`config.mk`:
```
export PLATFORM = sky130hd
export DESIGN_NAME = fill_r_fifo
export DESIGN_NICKNAME = d
export VERILOG_FILES = /design/src/rtl/fill_r_fifo.sv
export SDC_FILE = /design/constraint.sdc
export NUM_CORES = 1
export LEC_CHECK = 0
export CORE_ASPECT_RATIO = 0.75
export CORE_MARGIN = 5
export CORE_UTILIZATION = 35
export DETAILED_ROUTE_END_ITERATION = 16
export DONT_BUFFER_PORTS = 1
export PLACE_DENSITY = 0.6
export RECOVER_POWER = 50
export SYNTH_ARGS = -nofsm -noshare
export SYNTH_HDL_FRONTEND = slang
export SYNTH_SLANG_ARGS = --single-unit
```
`constraint.sdc`:
```
create_clock -name clk -period 2.2 [get_ports clk]
set_input_delay 0.33 -clock clk [delete_from_list [all_inputs] [get_ports clk]]
set_output_delay 0.33 -clock clk [all_outputs]
set_load 0.02 [all_outputs]
```
`src/rtl/fill_r_fifo.sv`:
```
// Fill-path R-channel receiver: assembles BEATS-beat bursts into one line tagged with the oldest queued TID.
// Latency: line presented the cycle after its last beat is accepted; at least one bubble between lines.
// Backpressure: rready_o drops while a line waits in S_OUT; fill outputs hold until fill_ready_i.
module fill_r_fifo #(
  parameter int                  DATA_WIDTH = 64,
  parameter int                  ID_WIDTH   = 4,
  parameter logic [ID_WIDTH-1:0] ID         = '0,
  parameter int                  TID_WIDTH  = 8,
  parameter int                  BEATS      = 4,
  parameter int                  TID_DEPTH  = 8
) (
  input  logic                        clk,
  input  logic                        rst,
  input  logic [ID_WIDTH-1:0]         rid_i,
  input  logic [DATA_WIDTH-1:0]       rdata_i,
  input  logic [1:0]                  rresp_i,
  input  logic                        rlast_i,
  input  logic                        rvalid_i,
  output logic                        rready_o,
  input  logic                        tid_wren_i,
  input  logic [TID_WIDTH-1:0]        tid_i,
  output logic                        tid_full_o,
  output logic                        fill_valid_o,
  input  logic                        fill_ready_i,
  output logic [TID_WIDTH-1:0]        fill_tid_o,
  output logic [DATA_WIDTH*BEATS-1:0] fill_data_o,
  output logic                        fill_err_o
);

  localparam int               CW        = $clog2(BEATS);
  localparam int               PW        = $clog2(TID_DEPTH);
  localparam int               LW        = DATA_WIDTH * BEATS;
  localparam logic [CW-1:0]    LAST_BEAT = CW'(BEATS - 1);
  localparam logic [PW:0]      FULL_CNT  = TID_DEPTH[PW:0];

  typedef enum logic [1:0] {S_COLLECT, S_DRAIN, S_OUT} state_t;

  // TID queue storage and bookkeeping
  logic [TID_WIDTH-1:0] tid_mem_q [TID_DEPTH];
  logic [PW-1:0]        wr_ptr_q, rd_ptr_q;
  logic [PW:0]          cnt_q;
  logic                 push, pop;

  // Line assembly state
  state_t               state_q, state_d;
  logic [CW-1:0]        beat_cnt_q, beat_cnt_d;
  logic                 err_q, err_d;
  logic [LW-1:0]        line_q, line_d;

  assign tid_full_o = (cnt_q == FULL_CNT);
  assign pop        = fill_valid_o && fill_ready_i;
  // A pop frees the head slot in the same cycle, so a push at full still lands.
  assign push       = tid_wren_i && (!tid_full_o || pop);

  // TID storage is data-only; validity is tracked by the count, so no reset needed.
  always_ff @(posedge clk) begin
    if (push) tid_mem_q[wr_ptr_q] <= tid_i;
  end

  // TID queue pointers and occupancy.
  always_ff @(posedge clk) begin
    if (rst) begin
      wr_ptr_q <= '0;
      rd_ptr_q <= '0;
      cnt_q    <= '0;
    end else begin
      if (push) wr_ptr_q <= wr_ptr_q + 1'b1;
      if (pop)  rd_ptr_q <= rd_ptr_q + 1'b1;
      case ({push, pop})
        2'b10:   cnt_q <= cnt_q + 1'b1;
        2'b01:   cnt_q <= cnt_q - 1'b1;
        default: cnt_q <= cnt_q;
      endcase
    end
  end

  // Collect / drain / present sequencing; rready_o depends only on state and queue count.
  always_comb begin
    state_d      = state_q;
    beat_cnt_d   = beat_cnt_q;
    err_d        = err_q;
    line_d       = line_q;
    rready_o     = 1'b0;
    fill_valid_o = 1'b0;
    case (state_q)
      S_COLLECT: begin
        rready_o = (cnt_q != '0);
        if (rvalid_i && rready_o) begin
          line_d[int'(beat_cnt_q) * DATA_WIDTH +: DATA_WIDTH] = rdata_i;
          beat_cnt_d = beat_cnt_q + 1'b1;
          err_d      = err_q | (rresp_i != 2'b00) | (rid_i != ID);
          if (beat_cnt_q == LAST_BEAT) begin
            if (rlast_i) begin
              state_d = S_OUT;
            end else begin
              // Burst longer than a line: keep what we have, swallow the rest.
              err_d   = 1'b1;
              state_d = S_DRAIN;
            end
          end else if (rlast_i) begin
            // Short burst: unwritten beats remain zero.
            err_d   = 1'b1;
            state_d = S_OUT;
          end
        end
      end
      S_DRAIN: begin
        rready_o = 1'b1;
        if (rvalid_i && rlast_i) state_d = S_OUT;
      end
      S_OUT: begin
        fill_valid_o = 1'b1;
        if (fill_ready_i) begin
          line_d     = '0;
          beat_cnt_d = '0;
          err_d      = 1'b0;
          state_d    = S_COLLECT;
        end
      end
      default: state_d = S_COLLECT;
    endcase
  end

  // Assembly state registers.
  always_ff @(posedge clk) begin
    if (rst) begin
      state_q    <= S_COLLECT;
      beat_cnt_q <= '0;
      err_q      <= 1'b0;
      line_q     <= '0;
    end else begin
      state_q    <= state_d;
      beat_cnt_q <= beat_cnt_d;
      err_q      <= err_d;
      line_q     <= line_d;
    end
  end

  assign fill_tid_o  = (state_q == S_OUT) ? tid_mem_q[rd_ptr_q] : '0;
  assign fill_err_o  = (state_q == S_OUT) && err_q;
  assign fill_data_o = line_q;

endmodule

```
==> results of run 1 <==
-- area by class of cell --
| class | instances | area, um^2 |
|---|---|---|
| tap | 520 | 651 |
| sequential | 338 | 7410 |
| inverter | 7 | 26.3 |
| timing repair buffer | 207 | 2230 |
| fill | 3652 | 22000 |
| clock buffer | 47 | 1010 |
| multi-input combinational | 906 | 5890 |
| clock inverter | 16 | 129 |
-- state kept, by name, summed over array words and instances (netlist names), named ones only --
register	flops
wr_ptr_q	3
fill_data_o	256
state_q	2
err_q	1
rd_ptr_q	3
beat_cnt_q	2
cnt_q	4
tid_mem_q	64
-- power by group --
part | leakage [nW] | internal (mW) | switching (mW)
registers | 2.79 | 6.43 | 0.192
clock network | 0.556 | 3.40 | 2.54
logic | 2.01 | 0.461 | 0.860
total | 5.35 | 10.3 | 3.59
-- worst register-to-register path: stages (launching register included) --
cell and delay (ps):
dfxtp_1 310, and3b_1 240, clkbuf_2 310, o211ai_1 230, nor2_1 690
-- path summary, 6_finish.rpt --
| check | startpoint | endpoint | slack (ps) | cells after the start |
|---|---|---|---|---|
| worst max-delay path | flop | fill_tid_o[5] | -20 | 4 |
| worst min register to register | cnt_q[3]$_SDFFE_PP0P_ | cnt_q[3]$_SDFFE_PP0P_ | 530 | 1 |
| worst max register to register | state_q[0]$_SDFFE_PP0P_ | tid_mem_q[3][0]$_DFFE_PP_ | 40 | 4 |
| worst min-delay path | rst | fill_data_o[232]$_SDFFE_PP0P_ | -120 | 1 |
-- layer usage --
layer | vias to the layer above | share of wire, %
li1 | 5148 | -
met1 | 5431 | 43
met2 | 425 | 47
met3 | 70 | 8.2
met4 | 0 | 2.2
met5 | - | 0
-- cell usage after synthesis, drive strengths merged (2+ instances only) --
cell type / instances
nand2: 12
nor3: 2
edfxtp: 64
buf: 66
clkbuf: 67
o211ai: 2
a211oi: 2
nand2b: 134
a31o: 4
xnor2: 2
xor2: 3
mux2i: 10
mux2: 2
ha: 9
o21ai: 129
mux4: 16
and3: 4
a21oi: 135
dfxtp: 274
nand3: 387
nor4: 5
nor2: 34
inv: 7
-- layout by cell type (no fill, tap or decap), drive strengths merged, types with 5 or more instances in the layout --
cell and n:
buf 49, dlygate4sd3 155, nand2b 134, clkbuf 50, mux2i 10, inv 11, clkinv 8, nand2 12
a21oi 135, nor2 34, ha 9, o21ai 129, dfxtp 274, mux4 16, nor4 5, edfxtp 64
nand3 387
-- stage by stage --
step | instances | setup TNS [ps] | setup WS (ps) | cell area (um^2) | power, mW
after detailed placement | 1820 | -72.7 | -18.8 | 14600 | 7.85
final | 2041 | -67.8 | -20.8 | 17400 | 13.9
after global routing | 2041 | -2950 | -127 | 17400 | 14.5
after global placement | 1820 | 0 | 50.7 | 14600 | 7.83
after CTS | 2039 | -390 | -75.9 | 17300 | 14.1
after floorplan | 1384 | 0 | 117 | 13900 | 7.51
-- cells by family after synthesis --
family                     count (synthesis)  synth area share, %
AOI/OAI and AO/OA                        277                 11.6
xor gates and xnor gates                   5                0.316
adders and majority gates                 10                0.956
buffers and inverters                    140                 4.99
DFF                                      338                 53.4
muxes                                     28                 3.48
and+or+nand+nor                          586                 25.2
-- timing repair --
item	4_1_cts	5_1_grt
buffers inserted	2	1
hold endpoints to repair	336	106
setup endpoints to repair	39	217
pin swaps	1	2
hold buffers	154	1
resized for setup	7	19
==> results.sh, run 1 <==
export IMPL_grtUsageMet2_pct=31.5
export IMPL_drtAntennaViolNets=0
export IMPL_peakVddDrop_mv=0.560
export IMPL_start_kind="flop"
export IMPL_synthTopCellsByArea="dfxtp_1 (40%), edfxtp_1 (14%), nand3_1 (11%), nand2b_1 (6.0%), nand3_2 (5.3%)"
export IMPL_finalWirelength_um=44900
export IMPL_grt_use_total_pct=19.5
export IMPL_vias=11100
export IMPL_syn_area_per_cell_um2=10.0
export IMPL_grt_pass1_wl_um=67900
export IMPL_first_pass_iters=5
export IMPL_yosys_warnings=0
export IMPL_synth_area_leader_cell="dfxtp_1"
export IMPL_worstPathRequired_ps=1870
export IMPL_clk_pin_slew_ps=60
export IMPL_grt_max_degree=277
export IMPL_htree_levels=2
export IMPL_die_height_um=182
export IMPL_crit_chain="buf_12 > mux4_2 > mux2i_4 > nor2_4"
export IMPL_p_per_area_nw_per_um2=800
export IMPL_met1_usage_pct=26.1
export IMPL_drive_gt1_share_pct=18.2
export IMPL_cts_tree="done"
export IMPL_synth_cells=1384
export IMPL_finalCriticalPeriod_ps=2220
export IMPL_hold_violations=63
export IMPL_status="finished with violations"
export IMPL_clock_root_buffer="clkbuf_16"
export IMPL_critPathMaxStageDelay_ps=530
export IMPL_insertion_delay_ps=530
export IMPL_fin_nets=1590
export IMPL_rows=63
export IMPL_grt_pass1_vias=11100
export IMPL_worst_pin_slew_ps=843
export IMPL_globalRouteMet3Util_pct=5.68
export IMPL_critPathTopFamily="multiplexers"
export IMPL_cts_made_buffers=36
export IMPL_syn_num_nets=1478
export IMPL_ys_ff_latch=338
export IMPL_setup_ws_ps=-20.8
export IMPL_clock_skew_ps=21.8
export IMPL_route_detailed_drc=0
export IMPL_hold_class="input port to flop"
export IMPL_wl_per_cell_um=22.0
export IMPL_post_route_period_util_pct=101
export IMPL_hold_ws_ps=-118
export IMPL_gp_congestion=0.803
export IMPL_synthDistinctLibCells=47
export IMPL_cp_max_fo=8
export IMPL_crit_path_end_kind="primary output"
export IMPL_synthToLayoutAreaGrowth_pct=25.1
export IMPL_clkSinkCount=338
export IMPL_synth_top_cell_area_share_pct=39.5
export IMPL_ys_seq_area_share_pct=53.4
export IMPL_drt_iter0_markers=753
export IMPL_dieArea_um2=43800
export IMPL_grt_setup_unrepaired="true"
export IMPL_max_cap_violations=0
export IMPL_start_util_pct=35.3
export IMPL_slew_viol_final=0
export IMPL_violations="hold timing, setup timing"
export IMPL_worst_path_max_delay_cell="mux4_2"
export IMPL_io_buffers=0
export IMPL_fin_util_pct=44.1
export IMPL_worst_path_buf_inv=1
export IMPL_grt_busiest_layer="met2"
export IMPL_antenna_found_initial=0
export IMPL_grt_ovfl_total=0
export IMPL_crit_type="flop to primary output"
export IMPL_ios=352
export IMPL_power_leakage_nw=5.35
export IMPL_syn_area_um2=13900
export IMPL_finalSetupViolCount=5
export IMPL_synth_edff_count=64
export IMPL_slew_headroom_pct=43.6
export IMPL_max_freq_ghz=0.450
export IMPL_synth_flop_cell="dfxtp_1"
export IMPL_die_w_um=240
export IMPL_dp_hpwl_um=27700
export IMPL_antenna_cells=0
export IMPL_synthArstFlopShare_pct=0
export IMPL_clockBufferDepth=3
export IMPL_avgViaCountPerCell=5.43
export IMPL_core_um2=39300
export IMPL_crit_arrival_ps=1890
Note: power is estimated with default switching activity, not from simulation.
==> run 2, diff against run 1 <==
- HOLD_SLACK_MARGIN: default -> 0.1
==> results.sh, run 2 (synthesis gave the netlist of run 1 again) <==
export IMPL_grt_pass1_vias=11500
export IMPL_drive_gt1_share_pct=17.4
export IMPL_cp_max_fo=8
export IMPL_crit_arrival_ps=1890
export IMPL_worst_pin_slew_ps=846
export IMPL_grt_pass1_wl_um=69300
export IMPL_htree_levels=2
export IMPL_slew_viol_final=0
export IMPL_topRoutingLayerUsed="met4"
export IMPL_violations="hold timing, setup timing"
export IMPL_die_w_um=240
export IMPL_fin_nets=1649
export IMPL_gp_congestion=0.803
export IMPL_insertion_delay_ps=530
export IMPL_finalSetupViolCount=5
export IMPL_hold_ws_ps=-124
export IMPL_drtAntennaViolNets=0
export IMPL_fin_cells=2101
export IMPL_avgViaCountPerCell=5.44
export IMPL_vias=11400
export IMPL_first_pass_iters=5
export IMPL_grt_ovfl_total=0
export IMPL_wl_met3_um=3820
export IMPL_grt_use_total_pct=19.9
export IMPL_dp_hpwl_um=27700
export IMPL_max_freq_ghz=0.450
export IMPL_critPathMaxStageDelay_ps=530
export IMPL_die_height_um=182
export IMPL_status="finished with violations"
export IMPL_ios=352
export IMPL_finalCriticalPeriod_ps=2220
export IMPL_clock_root_buffer="clkbuf_16"
export IMPL_drt_iter0_markers=835
export IMPL_hold_path_end="fill_data_o[232]$_SDFFE_PP0P_"
export IMPL_start_kind="flop"
export IMPL_crit_type="flop to primary output"
export IMPL_routedLengthMet1_um=19400
export IMPL_final_cell_mix="nand3_1 (313), dfxtp_1 (271), dlygate4sd3_1 (214)"
export IMPL_hold_class="input port to flop"
export IMPL_cts_tree="done"
export IMPL_io_buffers=0
export IMPL_grt_max_degree=277
export IMPL_worstPathRequired_ps=1870
export IMPL_wl_met2_um=21500
export IMPL_start_util_pct=35.3
export IMPL_post_route_period_util_pct=101
export IMPL_clock_skew_ps=20.3
export IMPL_worst_path_max_delay_cell="mux4_2"
export IMPL_cts_made_buffers=36
export IMPL_peakVddDrop_mv=0.577
export IMPL_max_cap_violations=0
export IMPL_crit_chain="buf_12 > mux4_2 > mux2i_4 > nor2_4"
export IMPL_final_common_cell="nand3_1"
export IMPL_p_per_area_nw_per_um2=776
export IMPL_setup_ws_ps=-21.7
export IMPL_antenna_found_initial=1
export IMPL_r2r_end="cnt_q[3]$_SDFFE_PP0P_"
export IMPL_slew_headroom_pct=43.4
export IMPL_power_leakage_nw=5.44
export IMPL_wl_per_cell_um=21.8
export IMPL_synthToLayoutAreaGrowth_pct=29.3
export IMPL_fill_cells=3619
export IMPL_r2r_cells=9
export IMPL_whs_path_depth=1
export IMPL_clk_pin_slew_ps=60
export IMPL_core_um2=39300
export IMPL_reg2reg_setup_slack_ps=30
export IMPL_worst_hold_startpoint="rst"
export IMPL_clockBufferDepth=3
export IMPL_finalWirelength_um=45800
export IMPL_fin_util_pct=45.6
export IMPL_crit_path_end_kind="primary output"
export IMPL_rows=63
export IMPL_clkSinkCount=338
export IMPL_r2r_start="state_q[0]$_SDFFE_PP0P_"
export IMPL_dieArea_um2=43800
export IMPL_placed_cells=1820
export IMPL_route_detailed_drc=0
export IMPL_largest_reg_flops=256
export IMPL_hold_violations=53
export IMPL_grt_setup_unrepaired="true"
==> run 2: cell types whose count changed in the layout (fill, tap and decap cells not counted), sizes merged <==
cell         before  now
buf              49   51
clkbuf           50   48
diode             0    1
dlygate4sd3     155  214
==> run 2: critical path, delay by kind of cell (launching register included) <==
family	cells	cell delay, ps
and+or+nand+nor	1	70
buffers and inverters	1	160
DFF	1	420
muxes	2	720
==> run 2: cell type report <==
| cell class | count | area (um^2) | share of cell area (%) |
|---|---|---|---|
| inverters | 7 | 26.3 | 0.146 |
| clock inverters | 16 | 129 | 0.719 |
| multi-input cells | 906 | 5880 | 32.8 |
| well taps | 520 | 651 | 3.63 |
| repair buffers | 266 | 2820 | 15.7 |
| clock buffers | 47 | 1010 | 5.66 |
| flip-flops and latches | 338 | 7410 | 41.3 |
| diodes | 1 | 2.50 | 0.0140 |
==> run 2: where the power goes <==
group | switching [mW] | internal, mW | total (mW)
Combinational | 0.870 | 0.465 | 1.33
Sequential | 0.192 | 6.43 | 6.62
Clock | 2.56 | 3.40 | 5.95
==> run 2: worst max path at each step <==
stage                          startpoint                       endpoint  depth (start not counted)
2_1_floorplan     state_q[1]$_SDFFE_PP0P_      tid_mem_q[4][0]$_DFFE_PP_                          6
3_3_place_gp   beat_cnt_q[0]$_SDFFE_PP0P_  fill_data_o[154]$_SDFFE_PP0P_                          7
3_5_place_dp   beat_cnt_q[0]$_SDFFE_PP0P_  fill_data_o[178]$_SDFFE_PP0P_                          7
4_1_cts                              flop                  fill_tid_o[5]                          4
5_1_grt                              flop                  fill_tid_o[0]                          4
6_report                             flop                  fill_tid_o[5]                          4
==> run 2: timing repair <==
action                     4_1_cts  5_1_grt
hold endpoints to repair       338      132
setup endpoints to repair       39      217
gates resized for setup          7       18
hold buffers                   213        1
pin swaps                        1        2
buffers inserted                 2        1
==> run 2: layer usage <==
layer  track usage [%]  up-vias
met4              5.40        0
met5                 0        -
met1              26.3     5652
li1                  -     5266
met2              32.1      448
met3              5.77       72
==> run 2: metrics by stage <==
step / instance area [um^2] / setup TNS (ps) / hold slack (ps) / setup slack, ps / total power [mW]
after floorplan: 13900 / 0 / 427 / 117 / 7.51
after global placement: 14600 / 0 / 415 / 50.7 / 7.83
after detailed placement: 14600 / -72.7 / 414 / -18.8 / 7.85
after CTS: 17900 / -390 / -156 / -75.9 / 14.1
after global routing: 17900 / -1100 / -152 / -127 / 14.5
final: 17900 / -67.6 / -124 / -21.7 / 13.9
